`src/rtl/foc_ctrl_seq_if.sv`:
```
// Sequencer-to-FOC-core bundle: PID coefficient write port plus sample handshake.
// Handshake: valid is held high for VALID_HOLD cycles with stable data; the core
// acknowledges completion with a rising edge on ready, which only counts while the sequencer waits.
interface foc_ctrl_seq_if #(
  parameter int D_WIDTH = 19
);
  logic               pid_d_wen;
  logic               pid_q_wen;
  logic [D_WIDTH-1:0] pid_d_addr;
  logic [D_WIDTH-1:0] pid_q_addr;
  logic [D_WIDTH-1:0] pid_d_data;
  logic [D_WIDTH-1:0] pid_q_data;
  logic               valid;
  logic [D_WIDTH-1:0] angle_in;
  logic [D_WIDTH-1:0] currA_in;
  logic [D_WIDTH-1:0] currB_in;
  logic               ready;

  modport master (
    output pid_d_wen, pid_q_wen, pid_d_addr, pid_q_addr, pid_d_data, pid_q_data,
    output valid, angle_in, currA_in, currB_in,
    input  ready
  );

  modport slave (
    input  pid_d_wen, pid_q_wen, pid_d_addr, pid_q_addr, pid_d_data, pid_q_data,
    input  valid, angle_in, currA_in, currB_in,
    output ready
  );
endinterface

```
`src/rtl/foc_ctrl_seq.sv`:
```
// FOC control sequencer: programs PID coefficients, then issues ADC/resolver samples
// to the core with a one-deep pending buffer, ready-edge completion and a WAIT timeout.
module foc_ctrl_seq #(
  parameter int D_WIDTH     = 19,
  parameter int VALID_HOLD  = 4,
  parameter int TIMEOUT_CYC = 4096
) (
  input  logic               clk,
  input  logic               rst,
  input  logic               cfg_start,
  input  logic [D_WIDTH-1:0] cfg_kp_d,
  input  logic [D_WIDTH-1:0] cfg_ki_d,
  input  logic [D_WIDTH-1:0] cfg_kp_q,
  input  logic [D_WIDTH-1:0] cfg_ki_q,
  input  logic               sample_strobe,
  input  logic [D_WIDTH-1:0] angle_s,
  input  logic [D_WIDTH-1:0] currA_s,
  input  logic [D_WIDTH-1:0] currB_s,
  input  logic               fault_clr,
  output logic               busy,
  output logic               cfg_done,
  output logic               overrun,
  output logic               fault,
  output logic [2:0]         state_o,
  foc_ctrl_seq_if.master     core
);

  localparam int HW = $clog2(VALID_HOLD + 1);
  localparam int TW = $clog2(TIMEOUT_CYC + 1);
  localparam logic [HW-1:0] HOLD_LAST = HW'(VALID_HOLD - 1);
  localparam logic [TW-1:0] TO_LAST   = TW'(TIMEOUT_CYC - 1);

  typedef enum logic [2:0] {
    S_IDLE    = 3'd0,
    S_CFG_KP  = 3'd1,
    S_CFG_KI  = 3'd2,
    S_CFG_END = 3'd3,
    S_ARMED   = 3'd4,
    S_ISSUE   = 3'd5,
    S_WAIT    = 3'd6,
    S_FAULT   = 3'd7
  } state_t;

  state_t             state_q, state_d;
  logic [HW-1:0]      hold_q, hold_d;
  logic [TW-1:0]      to_q, to_d;
  logic               ready_q;
  logic               pend_q, pend_d;
  logic [D_WIDTH-1:0] pend_angle_q, pend_angle_d;
  logic [D_WIDTH-1:0] pend_ia_q, pend_ia_d;
  logic [D_WIDTH-1:0] pend_ib_q, pend_ib_d;
  logic [D_WIDTH-1:0] angle_q, angle_d;
  logic [D_WIDTH-1:0] ia_q, ia_d;
  logic [D_WIDTH-1:0] ib_q, ib_d;
  logic               cfg_req_q, cfg_req_d;
  logic               cfg_done_q, cfg_done_d;
  logic               overrun_q, overrun_d;
  logic               store_ok;
  logic               cfg_go;
  logic               ready_rise;

  assign ready_rise = core.ready & ~ready_q;
  assign cfg_go     = cfg_start | cfg_req_q;

  always_ff @(posedge clk or posedge rst) begin
    if (rst) state_q <= S_IDLE;
    else     state_q <= state_d;
  end

  always_ff @(posedge clk or posedge rst) begin
    if (rst) begin
      hold_q       <= '0;
      to_q         <= '0;
      ready_q      <= 1'b0;
      pend_q       <= 1'b0;
      pend_angle_q <= '0;
      pend_ia_q    <= '0;
      pend_ib_q    <= '0;
      angle_q      <= '0;
      ia_q         <= '0;
      ib_q         <= '0;
      cfg_req_q    <= 1'b0;
      cfg_done_q   <= 1'b0;
      overrun_q    <= 1'b0;
    end else begin
      hold_q       <= hold_d;
      to_q         <= to_d;
      ready_q      <= core.ready;
      pend_q       <= pend_d;
      pend_angle_q <= pend_angle_d;
      pend_ia_q    <= pend_ia_d;
      pend_ib_q    <= pend_ib_d;
      angle_q      <= angle_d;
      ia_q         <= ia_d;
      ib_q         <= ib_d;
      cfg_req_q    <= cfg_req_d;
      cfg_done_q   <= cfg_done_d;
      overrun_q    <= overrun_d;
    end
  end

  // Counters default to zero so each is cleared on entry to its state.
  always_comb begin
    state_d      = state_q;
    hold_d       = '0;
    to_d         = '0;
    pend_d       = pend_q;
    pend_angle_d = pend_angle_q;
    pend_ia_d    = pend_ia_q;
    pend_ib_d    = pend_ib_q;
    angle_d      = angle_q;
    ia_d         = ia_q;
    ib_d         = ib_q;
    cfg_req_d    = cfg_req_q;
    cfg_done_d   = cfg_done_q;
    overrun_d    = overrun_q;
    store_ok     = 1'b0;

    case (state_q)
      S_IDLE: begin
        if (cfg_go) state_d = S_CFG_KP;
      end
      S_CFG_KP: begin
        store_ok = 1'b1;
        state_d  = S_CFG_KI;
      end
      S_CFG_KI: begin
        store_ok = 1'b1;
        state_d  = S_CFG_END;
      end
      S_CFG_END: begin
        store_ok   = 1'b1;
        cfg_done_d = 1'b1;
        state_d    = S_ARMED;
      end
      S_ARMED: begin
        if (cfg_go) begin
          store_ok = 1'b1;
          state_d  = S_CFG_KP;
        end else if (pend_q) begin
          // Pending slot is freed here, so a same-cycle strobe refills it without overrun.
          store_ok = 1'b1;
          pend_d   = 1'b0;
          angle_d  = pend_angle_q;
          ia_d     = pend_ia_q;
          ib_d     = pend_ib_q;
          state_d  = S_ISSUE;
        end else if (sample_strobe) begin
          angle_d = angle_s;
          ia_d    = currA_s;
          ib_d    = currB_s;
          state_d = S_ISSUE;
        end
      end
      S_ISSUE: begin
        store_ok = 1'b1;
        if (hold_q == HOLD_LAST) state_d = S_WAIT;
        else                     hold_d  = hold_q + 1'b1;
      end
      S_WAIT: begin
        store_ok = 1'b1;
        if (ready_rise)          state_d = S_ARMED;
        else if (to_q == TO_LAST) state_d = S_FAULT;
        else                     to_d    = to_q + 1'b1;
      end
      S_FAULT: begin
        pend_d = 1'b0;
        if (fault_clr) state_d = cfg_done_q ? S_ARMED : S_IDLE;
      end
      default: state_d = S_IDLE;
    endcase

    if (store_ok && sample_strobe) begin
      if (pend_d) overrun_d = 1'b1;
      pend_d       = 1'b1;
      pend_angle_d = angle_s;
      pend_ia_d    = currA_s;
      pend_ib_d    = currB_s;
    end

    if (state_q inside {S_IDLE, S_ARMED}) begin
      if (state_d == S_CFG_KP) cfg_req_d = 1'b0;
    end else if (cfg_start) begin
      cfg_req_d = 1'b1;
    end

    if (fault_clr) overrun_d = 1'b0;
  end

  always_comb begin
    core.valid      = (state_q == S_ISSUE);
    core.pid_d_wen  = 1'b0;
    core.pid_q_wen  = 1'b0;
    core.pid_d_addr = '0;
    core.pid_q_addr = '0;
    core.pid_d_data = '0;
    core.pid_q_data = '0;
    case (state_q)
      S_CFG_KP: begin
        core.pid_d_wen  = 1'b1;
        core.pid_q_wen  = 1'b1;
        core.pid_d_data = cfg_kp_d;
        core.pid_q_data = cfg_kp_q;
      end
      S_CFG_KI: begin
        core.pid_d_wen  = 1'b1;
        core.pid_q_wen  = 1'b1;
        core.pid_d_addr = D_WIDTH'(1);
        core.pid_q_addr = D_WIDTH'(1);
        core.pid_d_data = cfg_ki_d;
        core.pid_q_data = cfg_ki_q;
      end
      default: ;
    endcase
    busy     = !(state_q inside {S_IDLE, S_ARMED, S_FAULT});
    fault    = (state_q == S_FAULT);
    cfg_done = cfg_done_q | (state_q == S_CFG_END);
  end

  assign core.angle_in = angle_q;
  assign core.currA_in = ia_q;
  assign core.currB_in = ib_q;
  assign overrun       = overrun_q;
  assign state_o       = state_q;

endmodule

```
`src/flat_wrapper.sv`:
```
// flat-port wrapper written by rule: the top's interface ports become plain ports
module foc_ctrl_seq_flat 
#(
  parameter int D_WIDTH     = 19,
  parameter int VALID_HOLD  = 4,
  parameter int TIMEOUT_CYC = 4096
)
  (clk, rst, cfg_start, cfg_kp_d, cfg_ki_d, cfg_kp_q, cfg_ki_q, sample_strobe, angle_s, currA_s, currB_s, fault_clr, busy, cfg_done, overrun, fault, state_o, core_pid_d_wen, core_pid_q_wen, core_pid_d_addr, core_pid_q_addr, core_pid_d_data, core_pid_q_data, core_valid, core_angle_in, core_currA_in, core_currB_in, core_ready);
  foc_ctrl_seq_if #(.D_WIDTH(D_WIDTH)) core_i ();
  input  logic clk;
  input  logic rst;
  input  logic cfg_start;
  input  logic [D_WIDTH-1:0] cfg_kp_d;
  input  logic [D_WIDTH-1:0] cfg_ki_d;
  input  logic [D_WIDTH-1:0] cfg_kp_q;
  input  logic [D_WIDTH-1:0] cfg_ki_q;
  input  logic sample_strobe;
  input  logic [D_WIDTH-1:0] angle_s;
  input  logic [D_WIDTH-1:0] currA_s;
  input  logic [D_WIDTH-1:0] currB_s;
  input  logic fault_clr;
  output logic busy;
  output logic cfg_done;
  output logic overrun;
  output logic fault;
  output logic [2:0] state_o;
  output wire logic [$bits(core_i.pid_d_wen)-1:0] core_pid_d_wen;
  output wire logic [$bits(core_i.pid_q_wen)-1:0] core_pid_q_wen;
  output wire logic [$bits(core_i.pid_d_addr)-1:0] core_pid_d_addr;
  output wire logic [$bits(core_i.pid_q_addr)-1:0] core_pid_q_addr;
  output wire logic [$bits(core_i.pid_d_data)-1:0] core_pid_d_data;
  output wire logic [$bits(core_i.pid_q_data)-1:0] core_pid_q_data;
  output wire logic [$bits(core_i.valid)-1:0] core_valid;
  output wire logic [$bits(core_i.angle_in)-1:0] core_angle_in;
  output wire logic [$bits(core_i.currA_in)-1:0] core_currA_in;
  output wire logic [$bits(core_i.currB_in)-1:0] core_currB_in;
  input wire logic [$bits(core_i.ready)-1:0] core_ready;
  assign core_pid_d_wen = core_i.pid_d_wen;
  assign core_pid_q_wen = core_i.pid_q_wen;
  assign core_pid_d_addr = core_i.pid_d_addr;
  assign core_pid_q_addr = core_i.pid_q_addr;
  assign core_pid_d_data = core_i.pid_d_data;
  assign core_pid_q_data = core_i.pid_q_data;
  assign core_valid = core_i.valid;
  assign core_angle_in = core_i.angle_in;
  assign core_currA_in = core_i.currA_in;
  assign core_currB_in = core_i.currB_in;
  assign core_i.ready = core_ready;
  foc_ctrl_seq #(.D_WIDTH(D_WIDTH), .VALID_HOLD(VALID_HOLD), .TIMEOUT_CYC(TIMEOUT_CYC)) u_core (.clk(clk), .rst(rst), .cfg_start(cfg_start), .cfg_kp_d(cfg_kp_d), .cfg_ki_d(cfg_ki_d), .cfg_kp_q(cfg_kp_q), .cfg_ki_q(cfg_ki_q), .sample_strobe(sample_strobe), .angle_s(angle_s), .currA_s(currA_s), .currB_s(currB_s), .fault_clr(fault_clr), .busy(busy), .cfg_done(cfg_done), .overrun(overrun), .fault(fault), .state_o(state_o), .core(core_i));
endmodule
```
`config.mk`:
```
export PLATFORM = sky130hd
export DESIGN_NAME = foc_ctrl_seq_flat
export DESIGN_NICKNAME = d
export VERILOG_FILES = /design/src/rtl/foc_ctrl_seq_if.sv /design/src/rtl/foc_ctrl_seq.sv /design/src/flat_wrapper.sv
export SDC_FILE = /design/constraint.sdc
export NUM_CORES = 1
export LEC_CHECK = 0
export CELL_PAD_IN_SITES_DETAIL_PLACEMENT = 0
export CELL_PAD_IN_SITES_GLOBAL_PLACEMENT = 1
export CORE_MARGIN = 2
export CORE_UTILIZATION = 33
export CTS_BUF_LIST = sky130_fd_sc_hd__clkbuf_4
export CTS_CLUSTER_SIZE = 14
export DETAILED_ROUTE_END_ITERATION = 8
export PLACE_DENSITY_LB_ADDON = 0.2
export SYNTH_ARGS = -nofsm -noshare
export SYNTH_HDL_FRONTEND = slang
export SYNTH_SLANG_ARGS = --single-unit
```
`constraint.sdc`:
```
create_clock -name clk -period 4.8 [get_ports clk]
set_input_delay 0.72 -clock clk [delete_from_list [all_inputs] [get_ports clk]]
set_output_delay 0.72 -clock clk [all_outputs]
set_load 0.01 [all_outputs]
```
==> impl_metrics.csv, run 1 <==
group,metric,value,unit
route,drt-vias-per-instance,4.753,
yosys,synthDominantAreaCellType,"sky130_fd_sc_hd__dfrtp_1",
clock_network,cts_resized,0,
floorplan,floorplan.die_area,21370,um^2
clock_network,cts.htree.levels,4,
sta,final_worst_slack,1.136,ns
sta,layout_worst_path_cycle_share,76.32,%
clock_network,clk_latency,0.52,ns
clock_network,ctsLongestPathBuffers,2,
clock_network,number_of_clock_sinks,138,
hold_path,min-delay-start,"u_core.hold_q[0]$_DFF_PP0_",
yosys,postSynthAreaPerCell,11.19,um^2
power_and_ir_drop,p_per_area,592.2,nW/um^2
hold_path,hold_path_end,"u_core.hold_q[0]$_DFF_PP0_",
placement,dpl.cell_count,1078,
worst_setup_path,r2r-start,"u_core.pend_q$_DFF_PP0_",
route,drc,0,
yosys,post-synth-top-area-fraction,51.76,%
cells_and_area,nFillCells,1892,
floorplan,io_pins,282,
cells_and_area,ff_latch_area,3457,um^2
yosys,synthesis.area,6671,um^2
power_and_ir_drop,power.static_leakage,4.340,nW
worst_setup_path,timing.reg2reg.worst_path_depth,5,
worst_setup_path,critPathArrivalTime,2.94,ns
power_and_ir_drop,pwr-share-comb,48.0,%
power_and_ir_drop,fin_total_pwr,5.661,mW
clock_network,cts_root_buf,"sky130_fd_sc_hd__clkbuf_4",
hold_path,hold_path.class,"flop to flop",
global_route,antenna_found_initial,0,
yosys,share_of_the_yosys_chip_area_belonging_to_registers,51.76,%
floorplan,std_cell_rows,52,
power_and_ir_drop,intPower,3.672,mW
route,antenna_left,0,
yosys,syn_inst,596,
route,routed-via-count,5276,
run,max-cap-violations,0,
sta,maxSlewViolCount,0,
power_and_ir_drop,peakVddDrop,0.0002882,V
sta,finalSetupViolations,0,
route,totalWireLength,19690,um
global_route,grt_max_degree,77,
route,avgRoutedWirePerCell,17.74,um
worst_setup_path,worstReg2RegEnd,"u_core.core.angle_in[14]$_DFFE_PP0P_",
sta,timing.clock.skew,0.01119,ns
power_and_ir_drop,power_switching_share,35.14,%
clock_network,cts_tree,"built",
power_and_ir_drop,power_switching,1.989,mW
clock_network,post_cts.repair.setup_buffers,0,
sta,final.min_clock_period,3.664,ns
yosys,post_synth_main_area_contributors,"sky130_fd_sc_hd__dfrtp_1 (52%), sky130_fd_sc_hd__mux2i_1 (8.6%), sky130_fd_sc_hd__mux2_2 (8.3%)",
cells_and_area,final_cells,1110,
cells_and_area,syn_to_final_growth,43.29,%
sta,timing.setup.tns,0,ns
yosys,yosysUniqueCellTypes,44,
cells_and_area,antenna-diode-count,0,
cells_and_area,final_layout_size_suffix_gt1_share,11.79,%
route,first_pass_iters,4,
global_route,grt-ovfl-total,0,
floorplan,die_width,146.2,um
worst_setup_path,endpoint_kind,"output port",
status,status,"finished clean",
cells_and_area,post-route-util,47.70,%
worst_setup_path,data_required_time_at_the_worst_endpoint,4.08,ns
sta,rsz_0062_raised_after_global_routing,"no",
sta,finalHoldViolations,0,
cells_and_area,final_area,9559,um^2
worst_setup_path,critical_path_peak_fanout,39,
route,drt-initial-drc-count,248,
sta,max_freq,0.2730,GHz
power_and_ir_drop,clkPwrFrac,15.6,%
global_route,grt_use_total,18.31,%
sta,fin_worst_hold_slack,0.4572,ns
placement,portBuffers,245,
yosys,postSynthRegisterBits,138,
sta,maxSlewHeadroom,26.70,%
worst_setup_path,setup.reg_to_reg.worst_slack,1.85,ns
cells_and_area,multiInputGateArea,2874,um^2
yosys,synthesis.yosys.warnings,0,
clock_network,cts_inserted_buffers,17,
global_route,first_global_vias,5453,
placement,post_dp_cell_area,9221,um^2
global_route,grt_pass1_wl,30710,um
worst_setup_path,start_kind,"flop",
clock_network,worst_setup_hold_path_clk_slew,0.11,ns
cells_and_area,final_common_cell,"sky130_fd_sc_hd__clkdlybuf4s50_1",
placement,post_place_setup_slack,1.696,ns
hold_path,holdPathStages,1,
clock_network,cts_hold_buf,0,
placement,place_hpwl,14450,um
floorplan,initial_core_utilization,33.29,%
floorplan,floorplan_die_height,146.2,um
cells_and_area,finish.net_count,972,
worst_setup_path,crit_type,"flop to output port",
power_and_ir_drop,power.sequential.fraction,36.4,%
sta,tightest_slew,1.099,ns
floorplan,core_area,20040,um^2
cells_and_area,commonest_cells_after_routing_fill_and_taps_aside,"sky130_fd_sc_hd__clkdlybuf4s50_1 (245), sky130_fd_sc_hd__dfrtp_1 (137), sky130_fd_sc_hd__nor2_1 (79)",
placement,globalplace.congestion,0.8861,
[metal layers]
metal  track usage (%)  wire length [um]  part of all wire [%]
met3             6.000              1398                   7.1
met5                 0                 0                     0
met4             4.417               272                   1.4
met2             34.27             10540                    53
met1             19.98              7487                    38
[cells in the mapped netlist]
master                      number
sky130_fd_sc_hd__buf_2          18
sky130_fd_sc_hd__nand3_4         1
sky130_fd_sc_hd__nor4_1          1
sky130_fd_sc_hd__a21oi_1        61
sky130_fd_sc_hd__a211oi_1        1
sky130_fd_sc_hd__nand2_1        12
sky130_fd_sc_hd__a31o_2          1
sky130_fd_sc_hd__a31oi_1         1
sky130_fd_sc_hd__o311a_1         1
sky130_fd_sc_hd__inv_1          10
sky130_fd_sc_hd__nand4_1         1
sky130_fd_sc_hd__nand3_1         6
sky130_fd_sc_hd__nand4_2         1
sky130_fd_sc_hd__o211a_1         1
sky130_fd_sc_hd__and3_1          4
sky130_fd_sc_hd__mux2i_1        57
sky130_fd_sc_hd__o31ai_4         1
sky130_fd_sc_hd__o2111ai_1       1
sky130_fd_sc_hd__or2_2           4
sky130_fd_sc_hd__dfrtp_1       138
sky130_fd_sc_hd__o21a_1          1
sky130_fd_sc_hd__nand2b_1        2
sky130_fd_sc_hd__buf_1           2
sky130_fd_sc_hd__clkbuf_1       14
sky130_fd_sc_hd__mux2_2         49
sky130_fd_sc_hd__and2_1          1
sky130_fd_sc_hd__buf_4          40
sky130_fd_sc_hd__nor3_1          4
sky130_fd_sc_hd__a2111oi_1       1
sky130_fd_sc_hd__mux2_1          8
sky130_fd_sc_hd__conb_1          1
sky130_fd_sc_hd__xor2_1          3
sky130_fd_sc_hd__ha_1            6
sky130_fd_sc_hd__nor3b_1         1
sky130_fd_sc_hd__nor2_1         80
sky130_fd_sc_hd__nor2b_1         5
sky130_fd_sc_hd__or4_4           1
sky130_fd_sc_hd__a22o_1         39
sky130_fd_sc_hd__o32a_1          1
sky130_fd_sc_hd__and3_2          1
sky130_fd_sc_hd__or3_1           1
sky130_fd_sc_hd__xnor2_1         6
sky130_fd_sc_hd__a21boi_0        1
sky130_fd_sc_hd__o21ai_0         7
[critical path, stage by stage, from the launching register on]
cell and delay (ns):
sky130_fd_sc_hd__dfrtp_1 0.47, sky130_fd_sc_hd__inv_1 0.15, sky130_fd_sc_hd__ha_1 0.30, sky130_fd_sc_hd__nor2b_2 0.18, sky130_fd_sc_hd__buf_4 0.37, sky130_fd_sc_hd__a22o_1 0.34
sky130_fd_sc_hd__clkdlybuf4s50_1 0.60
[area by class of cell]
type / count / area share, %
Multi-Input combinational cell: 409 / 30.07
Inverter: 10 / 0.4450
Tap cell: 270 / 3.534
Clock inverter: 14 / 2.120
Timing Repair Buffer: 251 / 26.26
Sequential cell: 138 / 36.16
Clock buffer: 18 / 1.414
[worst max path at each step]
| stage | startpoint | endpoint | slack [ns] |
|---|---|---|---|
| after floorplan | rst | u_core.cfg_done_q$_DFFE_PP0P_ | 0.38 |
| after global placement | u_core.state_o[0]$_DFF_PP0_ | core_pid_q_data[5] | 1.70 |
| after detailed placement | u_core.state_o[1]$_DFF_PP0_ | core_pid_q_data[5] | 1.70 |
| after CTS | u_core.state_o[1]$_DFF_PP0_ | core_pid_q_data[5] | 1.06 |
| after global routing | u_core.state_o[0]$_DFF_PP0_ | core_pid_q_data[5] | 0.94 |
| final | u_core.state_o[1]$_DFF_PP0_ | core_pid_q_data[2] | 1.14 |
[flip-flops by register name, summed over array words and instances, names as in the netlist]
signal,flops
u_core.core.angle_in,19
u_core.core.currA_in,19
u_core.core.currB_in,19
u_core.pend_angle_q,19
u_core.pend_ia_q,19
u_core.pend_ib_q,19
u_core.to_q,13
u_core.hold_q,3
u_core.state_o,3
u_core.cfg_done_q,1
u_core.cfg_req_q,1
u_core.overrun,1
u_core.pend_q,1
u_core.ready_q,1
[cell families after synthesis]
family | after synthesis | synth area share, %
buffers and inverters | 84 | 7.315
flip-flops | 138 | 51.76
AO/OA/AOI/OAI | 118 | 11.83
other | 1 | 0.05621
adder cells (fa/ha/maj) | 6 | 1.125
multiplexers | 114 | 18.17
AND/OR/NAND/NOR | 126 | 8.552
XOR/XNOR | 9 | 1.182
[power by group through the flow]
stage	logic, mW	registers [mW]	clock network (mW)
4_1_cts	2.77	2.07	0.917
3_5_place_dp	2.76	2.09	0
3_3_place_gp	2.73	2.07	0
2_1_floorplan	1.54	2.00	0
6_report	2.72	2.06	0.882
5_1_grt	2.93	2.14	0.973
Power figures use the tool's default switching activity.
==> run 2: changes to the inputs <==
- clock period: 4.8 -> 3.4 ns (I/O delays scaled with it)
==> run 2 against run 1 <==
Compared with the run above:
- combinational power up 49%
- sequential share of layout area is 0.076 points lower
- register-to-register slack worse by 0.77 ns
- global-route usage is 2.8 points higher
- via count grew 0.15%
- worst hold slack gained 0.0018 ns
- sequential cell count did not move
- critical endpoint is now core_pid_d_data[6]
- largest cell class unchanged
==> impl_metrics.csv, run 2 (synthesized netlist as in run 1, its figures left out) <==
group,metric,value,unit
status,status,"finished clean",
cells_and_area,final_common_cell,"sky130_fd_sc_hd__clkdlybuf4s50_1",
clock_network,ctsLongestPathBuffers,2,
sta,final.min_clock_period,3.226,ns
clock_network,cts_root_buf,"sky130_fd_sc_hd__clkbuf_4",
worst_setup_path,r2r-start,"u_core.state_o[0]$_DFF_PP0_",
global_route,grt_use_total,21.09,%
floorplan,initial_core_utilization,33.29,%
clock_network,cts_hold_buf,0,
placement,globalplace.congestion,0.9834,
worst_setup_path,critical_path_peak_fanout,41,
clock_network,cts_inserted_buffers,17,
sta,finalHoldViolations,0,
hold_path,holdPathStages,1,
worst_setup_path,timing.reg2reg.worst_path_depth,7,
route,drt-initial-drc-count,211,
clock_network,worst_setup_hold_path_clk_slew,0.13,ns
floorplan,io_pins,282,
sta,tightest_slew,1.069,ns
sta,rsz_0062_raised_after_global_routing,"no",
worst_setup_path,cp_cell_sequence,"inv_1 -> ha_1 -> nor2b_2 -> buf_8 -> a22o_1 -> clkdlybuf4s50_1",
route,first_pass_iters,4,
power_and_ir_drop,p_per_area,812.7,nW/um^2
worst_setup_path,crit_type,"flop to output port",
global_route,first_global_vias,5617,
floorplan,floorplan.die_area,21370,um^2
cells_and_area,commonest_cells_after_routing_fill_and_taps_aside,"sky130_fd_sc_hd__clkdlybuf4s50_1 (245), sky130_fd_sc_hd__dfrtp_1 (137), sky130_fd_sc_hd__nor2_1 (78)",
floorplan,std_cell_rows,52,
clock_network,number_of_clock_sinks,138,
route,routed-via-count,5284,
hold_path,hold_path.class,"flop to flop",
cells_and_area,syn_to_final_growth,43.59,%
floorplan,die_width,146.2,um
power_and_ir_drop,peakVddDrop,0.0003737,V
worst_setup_path,path_delay_family,"buffers and inverters",
route,drt-vias-per-instance,4.714,
floorplan,core_area,20040,um^2
route,drc,0,
worst_setup_path,critPathArrivalTime,2.72,ns
route,antenna_left,0,
worst_setup_path,delay_of_the_slowest_cell_on_the_worst_path,0.58,ns
worst_setup_path,crit_buf_inv,3,
worst_setup_path,data_required_time_at_the_worst_endpoint,2.89,ns
worst_setup_path,start_kind,"flop",
clock_network,cts.htree.levels,4,
placement,dpl.cell_count,1081,
cells_and_area,final_cells,1121,
cells_and_area,final_layout_size_suffix_gt1_share,12.88,%
placement,place_hpwl,17010,um
worst_setup_path,setup.reg_to_reg.worst_slack,1.08,ns
global_route,antenna_found_initial,6,
global_route,grt_max_degree,115,
hold_path,hold_path_end,"u_core.hold_q[0]$_DFF_PP0_",
sta,maxSlewHeadroom,28.73,%
sta,timing.clock.skew,0.02009,ns
worst_setup_path,worstReg2RegEnd,"u_core.pend_ia_q[14]$_DFFE_PP0P_",
floorplan,floorplan_die_height,146.2,um
route,totalWireLength,22260,um
clock_network,cts_tree,"built",
run,max-cap-violations,0,
route,avgRoutedWirePerCell,19.86,um
cells_and_area,finish.net_count,978,
sta,layout_worst_path_cycle_share,94.88,%
worst_setup_path,timing.critical_path.slowest_stage_cell,"sky130_fd_sc_hd__clkdlybuf4s50_1",
placement,portBuffers,245,
power_and_ir_drop,power.static_leakage,4.353,nW
worst_setup_path,endpoint_kind,"output port",
global_route,grt-ovfl-total,0,
clock_network,clk_latency,0.54,ns
sta,max_freq,0.3100,GHz
sta,maxSlewViolCount,0,
hold_path,min-delay-start,"u_core.hold_q[0]$_DFF_PP0_",
sta,timing.setup.tns,0,ns
global_route,grt_pass1_wl,34020,um
sta,finalSetupViolations,0,
## run 2: cell count changes in the layout (fill, tap and decap cells not counted), moves of 3 or more
| cell | previous run | this run |
|---|---|---|
| sky130_fd_sc_hd__diode_2 | 0 | 5 |
| sky130_fd_sc_hd__clkinv_1 | 3 | 0 |
| sky130_fd_sc_hd__clkinv_2 | 2 | 5 |
| sky130_fd_sc_hd__bufinv_16 | 5 | 1 |
## run 2: routing by layer
| layer | track usage, % | vias to the layer above | wire length (um) |
|---|---|---|---|
| met3 | 6.813 | 31 | 1499 |
| met2 | 38.21 | 197 | 11660 |
| li1 | - | 2499 | - |
| met4 | 10.05 | 2 | 893 |
| met1 | 22.10 | 2555 | 8197 |
| met5 | 0 | - | 17 |
## run 2: area by class of cell
| type | count | area (um^2) |
|---|---|---|
| multi-input combinational | 409 | 2882 |
| fill | 1894 | 10460 |
| sequential | 138 | 3457 |
| clock inverter | 14 | 122.6 |
| timing repair buffer | 257 | 2591 |
| antenna | 5 | 12.51 |
| tap | 270 | 337.8 |
| clock buffer | 18 | 135.1 |
| inverter | 10 | 41.29 |
## run 2: power by group
| part | switching, mW | total (mW) | internal, mW |
|---|---|---|---|
| registers | 0.395 | 2.73 | 2.34 |
| clock network | 0.629 | 1.00 | 0.373 |
| logic | 1.79 | 4.05 | 2.26 |
## run 2: repair_timing
| action | in CTS | in global routing |
|---|---|---|
| gates resized for setup | 2 | 4 |
| cloned | 0 | 0 |
| endpoints found under the setup margin | 27 | 31 |
| buffers inserted | 0 | 3 |
| pin swaps | 0 | 0 |
## run 2: worst reg2reg max path, cell delays in order (launching register included)
cell,delay (ns)
sky130_fd_sc_hd__dfrtp_1,0.45
sky130_fd_sc_hd__inv_1,0.13
sky130_fd_sc_hd__ha_1,0.33
sky130_fd_sc_hd__nand2_1,0.15
sky130_fd_sc_hd__nor2_1,0.09
sky130_fd_sc_hd__o31ai_4,0.18
sky130_fd_sc_hd__buf_4,0.43
sky130_fd_sc_hd__mux2_2,0.42
## run 2: stage by stage
stage	instance area [um^2]	utilization [%]	hold WS (ns)	power, mW	setup WS [ns]
after detailed placement	9268	46.25	0.4410	6.826	0.4998
after floorplan	6807	-	0.4185	4.995	1.113
after CTS	9534	47.58	0.4263	7.871	0.01695
after global placement	9268	46.25	0.4317	6.713	0.6319
final	9579	47.80	0.4590	7.785	0.1742
after global routing	9579	47.80	0.4164	8.345	0.0009877
## run 2: how the worst max path moves through the flow
stage / from / end / cells past startpoint
3_3_place_gp: u_core.state_o[1]$_DFF_PP0_ / core_pid_q_data[12] / 6
6_report: u_core.state_o[0]$_DFF_PP0_ / core_pid_d_data[6] / 6
3_5_place_dp: u_core.state_o[1]$_DFF_PP0_ / core_pid_q_data[12] / 6
4_1_cts: u_core.state_o[1]$_DFF_PP0_ / core_pid_q_data[12] / 6
2_1_floorplan: u_core.state_o[1]$_DFF_PP0_ / core_pid_d_data[0] / 6
5_1_grt: u_core.state_o[0]$_DFF_PP0_ / core_pid_d_data[6] / 6
==> run 3: changes to the inputs <==
- CORE_MARGIN: 2 -> 4
==> run 3 against run 2 <==
Compared with the run above:
- fmax increased by 1.7%
- critical path depth increased by 1
- die area up 5.5%
- via count is 1.8% higher
- global-route usage is 0.36 points lower
- non-clock buffer count decreased by 3
- clock-buffer cell count decreased by 1
- first-iteration DRC count grew 12%
- sequential cell count unchanged
- sequential power increased by 3%
- power is 1.1% higher
- final area decreased by 0.17%
==> impl_metrics.csv, run 3 (synthesized netlist as in run 1, its figures left out) <==
group,metric,value,unit
floorplan,floorplan.die_area,22560,um^2
cells_and_area,final_cells,1108,
placement,globalplace.congestion,0.9501,
sta,timing.setup.tns,0,ns
power_and_ir_drop,peakVddDrop,0.0003601,V
placement,dpl.cell_count,1076,
placement,place_hpwl,18350,um
global_route,grt_use_total,20.72,%
cells_and_area,post-route-util,48.66,%
cells_and_area,final_common_cell,"sky130_fd_sc_hd__clkdlybuf4s50_1",
clock_network,cts_root_buf,"sky130_fd_sc_hd__clkbuf_4",
route,antenna_left,0,
worst_setup_path,start_kind,"flop",
sta,layout_worst_path_cycle_share,93.30,%
sta,rsz_0062_raised_after_global_routing,"no",
power_and_ir_drop,power.static_leakage,4.337,nW
floorplan,floorplan_die_height,150.2,um
floorplan,std_cell_rows,51,
sta,maxSlewViolCount,0,
clock_network,cts.htree.levels,4,
power_and_ir_drop,p_per_area,823.3,nW/um^2
clock_network,worst_setup_hold_path_clk_slew,0.14,ns
hold_path,hold_path.class,"input pin to async pin",
global_route,antenna_found_initial,0,
sta,maxSlewHeadroom,49.74,%
sta,max_freq,0.3152,GHz
floorplan,die_width,150.2,um
sta,tightest_slew,0.7524,ns
worst_setup_path,critical_path_peak_fanout,41,
worst_setup_path,critPathArrivalTime,2.66,ns
floorplan,io_pins,282,
global_route,grt_max_degree,115,
route,routed-via-count,5380,
route,drt-vias-per-instance,4.856,
route,avgRoutedWirePerCell,21.39,um
cells_and_area,commonest_cells_after_routing_fill_and_taps_aside,"sky130_fd_sc_hd__clkdlybuf4s50_1 (245), sky130_fd_sc_hd__dfrtp_1 (137), sky130_fd_sc_hd__nor2_1 (79)",
run,max-cap-violations,0,
route,first_pass_iters,4,
clock_network,ctsLongestPathBuffers,2,
cells_and_area,nFillCells,1840,
worst_setup_path,crit_type,"flop to output port",
global_route,grt-ovfl-total,0,
power_and_ir_drop,fin_total_pwr,7.873,mW
clock_network,number_of_clock_sinks,138,
cells_and_area,finish.net_count,975,
clock_network,clk_latency,0.52,ns
global_route,grt_pass1_wl,34310,um
clock_network,cts_tree,"built",
floorplan,initial_core_utilization,33.94,%
sta,finalHoldViolations,0,
sta,final.min_clock_period,3.172,ns
cells_and_area,antenna-diode-count,0,
clock_network,cts_hold_buf,0,
worst_setup_path,endpoint_kind,"output port",
route,totalWireLength,23700,um
placement,portBuffers,245,
sta,timing.clock.skew,0.01825,ns
global_route,first_global_vias,5507,
sta,finalSetupViolations,0,
cells_and_area,syn_to_final_growth,43.34,%
clock_network,cts_inserted_buffers,17,
worst_setup_path,data_required_time_at_the_worst_endpoint,2.89,ns
cells_and_area,final_layout_size_suffix_gt1_share,12.34,%
floorplan,core_area,19650,um^2
route,drc,0,
route,drt-initial-drc-count,237,
status,status,"finished clean",
## run 3: cell count changes in the layout (fill, tap and decap cells not counted), moves of 2 or more
cell	delta
sky130_fd_sc_hd__inv_6	+3
sky130_fd_sc_hd__clkinv_2	-4
sky130_fd_sc_hd__diode_2	-5
sky130_fd_sc_hd__clkinvlp_4	+2
sky130_fd_sc_hd__buf_4	-3
sky130_fd_sc_hd__clkinv_4	-3
## run 3: critical path, cell delays in order, from the launching register on
cell	delay (ns)
sky130_fd_sc_hd__dfrtp_1	0.46
sky130_fd_sc_hd__inv_1	0.16
sky130_fd_sc_hd__ha_1	0.26
sky130_fd_sc_hd__nor2b_2	0.21
sky130_fd_sc_hd__buf_8	0.28
sky130_fd_sc_hd__nor2_1	0.15
sky130_fd_sc_hd__inv_1	0.10
sky130_fd_sc_hd__clkdlybuf4s50_1	0.54
## run 3: layer usage
| metal | wire (um) | global-route usage (%) | share of wire, % |
|---|---|---|---|
| met3 | 2883 | 5.900 | 12 |
| met4 | 633 | 8.097 | 2.7 |
| met1 | 8965 | 26.53 | 38 |
| met5 | 0 | 0 | 0 |
| met2 | 11220 | 33.27 | 47 |
## run 3: final timing paths
kind                                                  start                                    to  slack [ns]  cells after the start
worst min register to register   u_core.hold_q[0]$_DFF_PP0_            u_core.hold_q[0]$_DFF_PP0_        0.46                      1
min in group clk                 u_core.hold_q[0]$_DFF_PP0_            u_core.hold_q[0]$_DFF_PP0_        0.46                      1
max in group asynchronous                               rst      u_core.pend_ia_q[13]$_DFFE_PP0P_        2.17                      3
worst min-delay path                                    rst  u_core.core.currB_in[12]$_DFFE_PP0P_        0.44                      2
worst max-delay path            u_core.state_o[0]$_DFF_PP0_                        core_pid_q_wen        0.23                      7
worst max register to register  u_core.state_o[0]$_DFF_PP0_   u_core.pend_angle_q[10]$_DFFE_PP0P_        1.13                      7
## run 3: power by group
part | switching, mW | internal [mW] | total (mW)
Combinational | 1.76 | 2.21 | 3.97
Sequential | 0.462 | 2.34 | 2.80
Clock | 0.650 | 0.450 | 1.10
Total | 2.87 | 5.00 | 7.87
## run 3: area by class of cell
type	count	area [um^2]	area share, %
clock buffer	17	127.6	1.335
clock inverter	15	162.7	1.701
inverter	10	41.29	0.4318
multi-input combinational	409	2874	30.05
sequential	138	3457	36.15
tap	265	331.6	3.467
timing repair buffer	254	2569	26.86
## run 3: timing repair
action | in CTS | in global routing
endpoints found under the hold margin | 0 | 0
resized for setup | 0 | 4
setup endpoints to repair | 0 | 40
setup buffers | 0 | 0
## run 3: metrics by stage
stage          area (um^2)  worst slack [ns]  hold slack [ns]
6_report              9563            0.2277           0.4427
5_1_grt               9563           0.01122           0.4247
4_1_cts               9552           0.02541           0.4093
3_5_place_dp          9261            0.6560           0.4366
3_3_place_gp          9261            0.7545           0.4306
2_1_floorplan         6807             1.113           0.4185
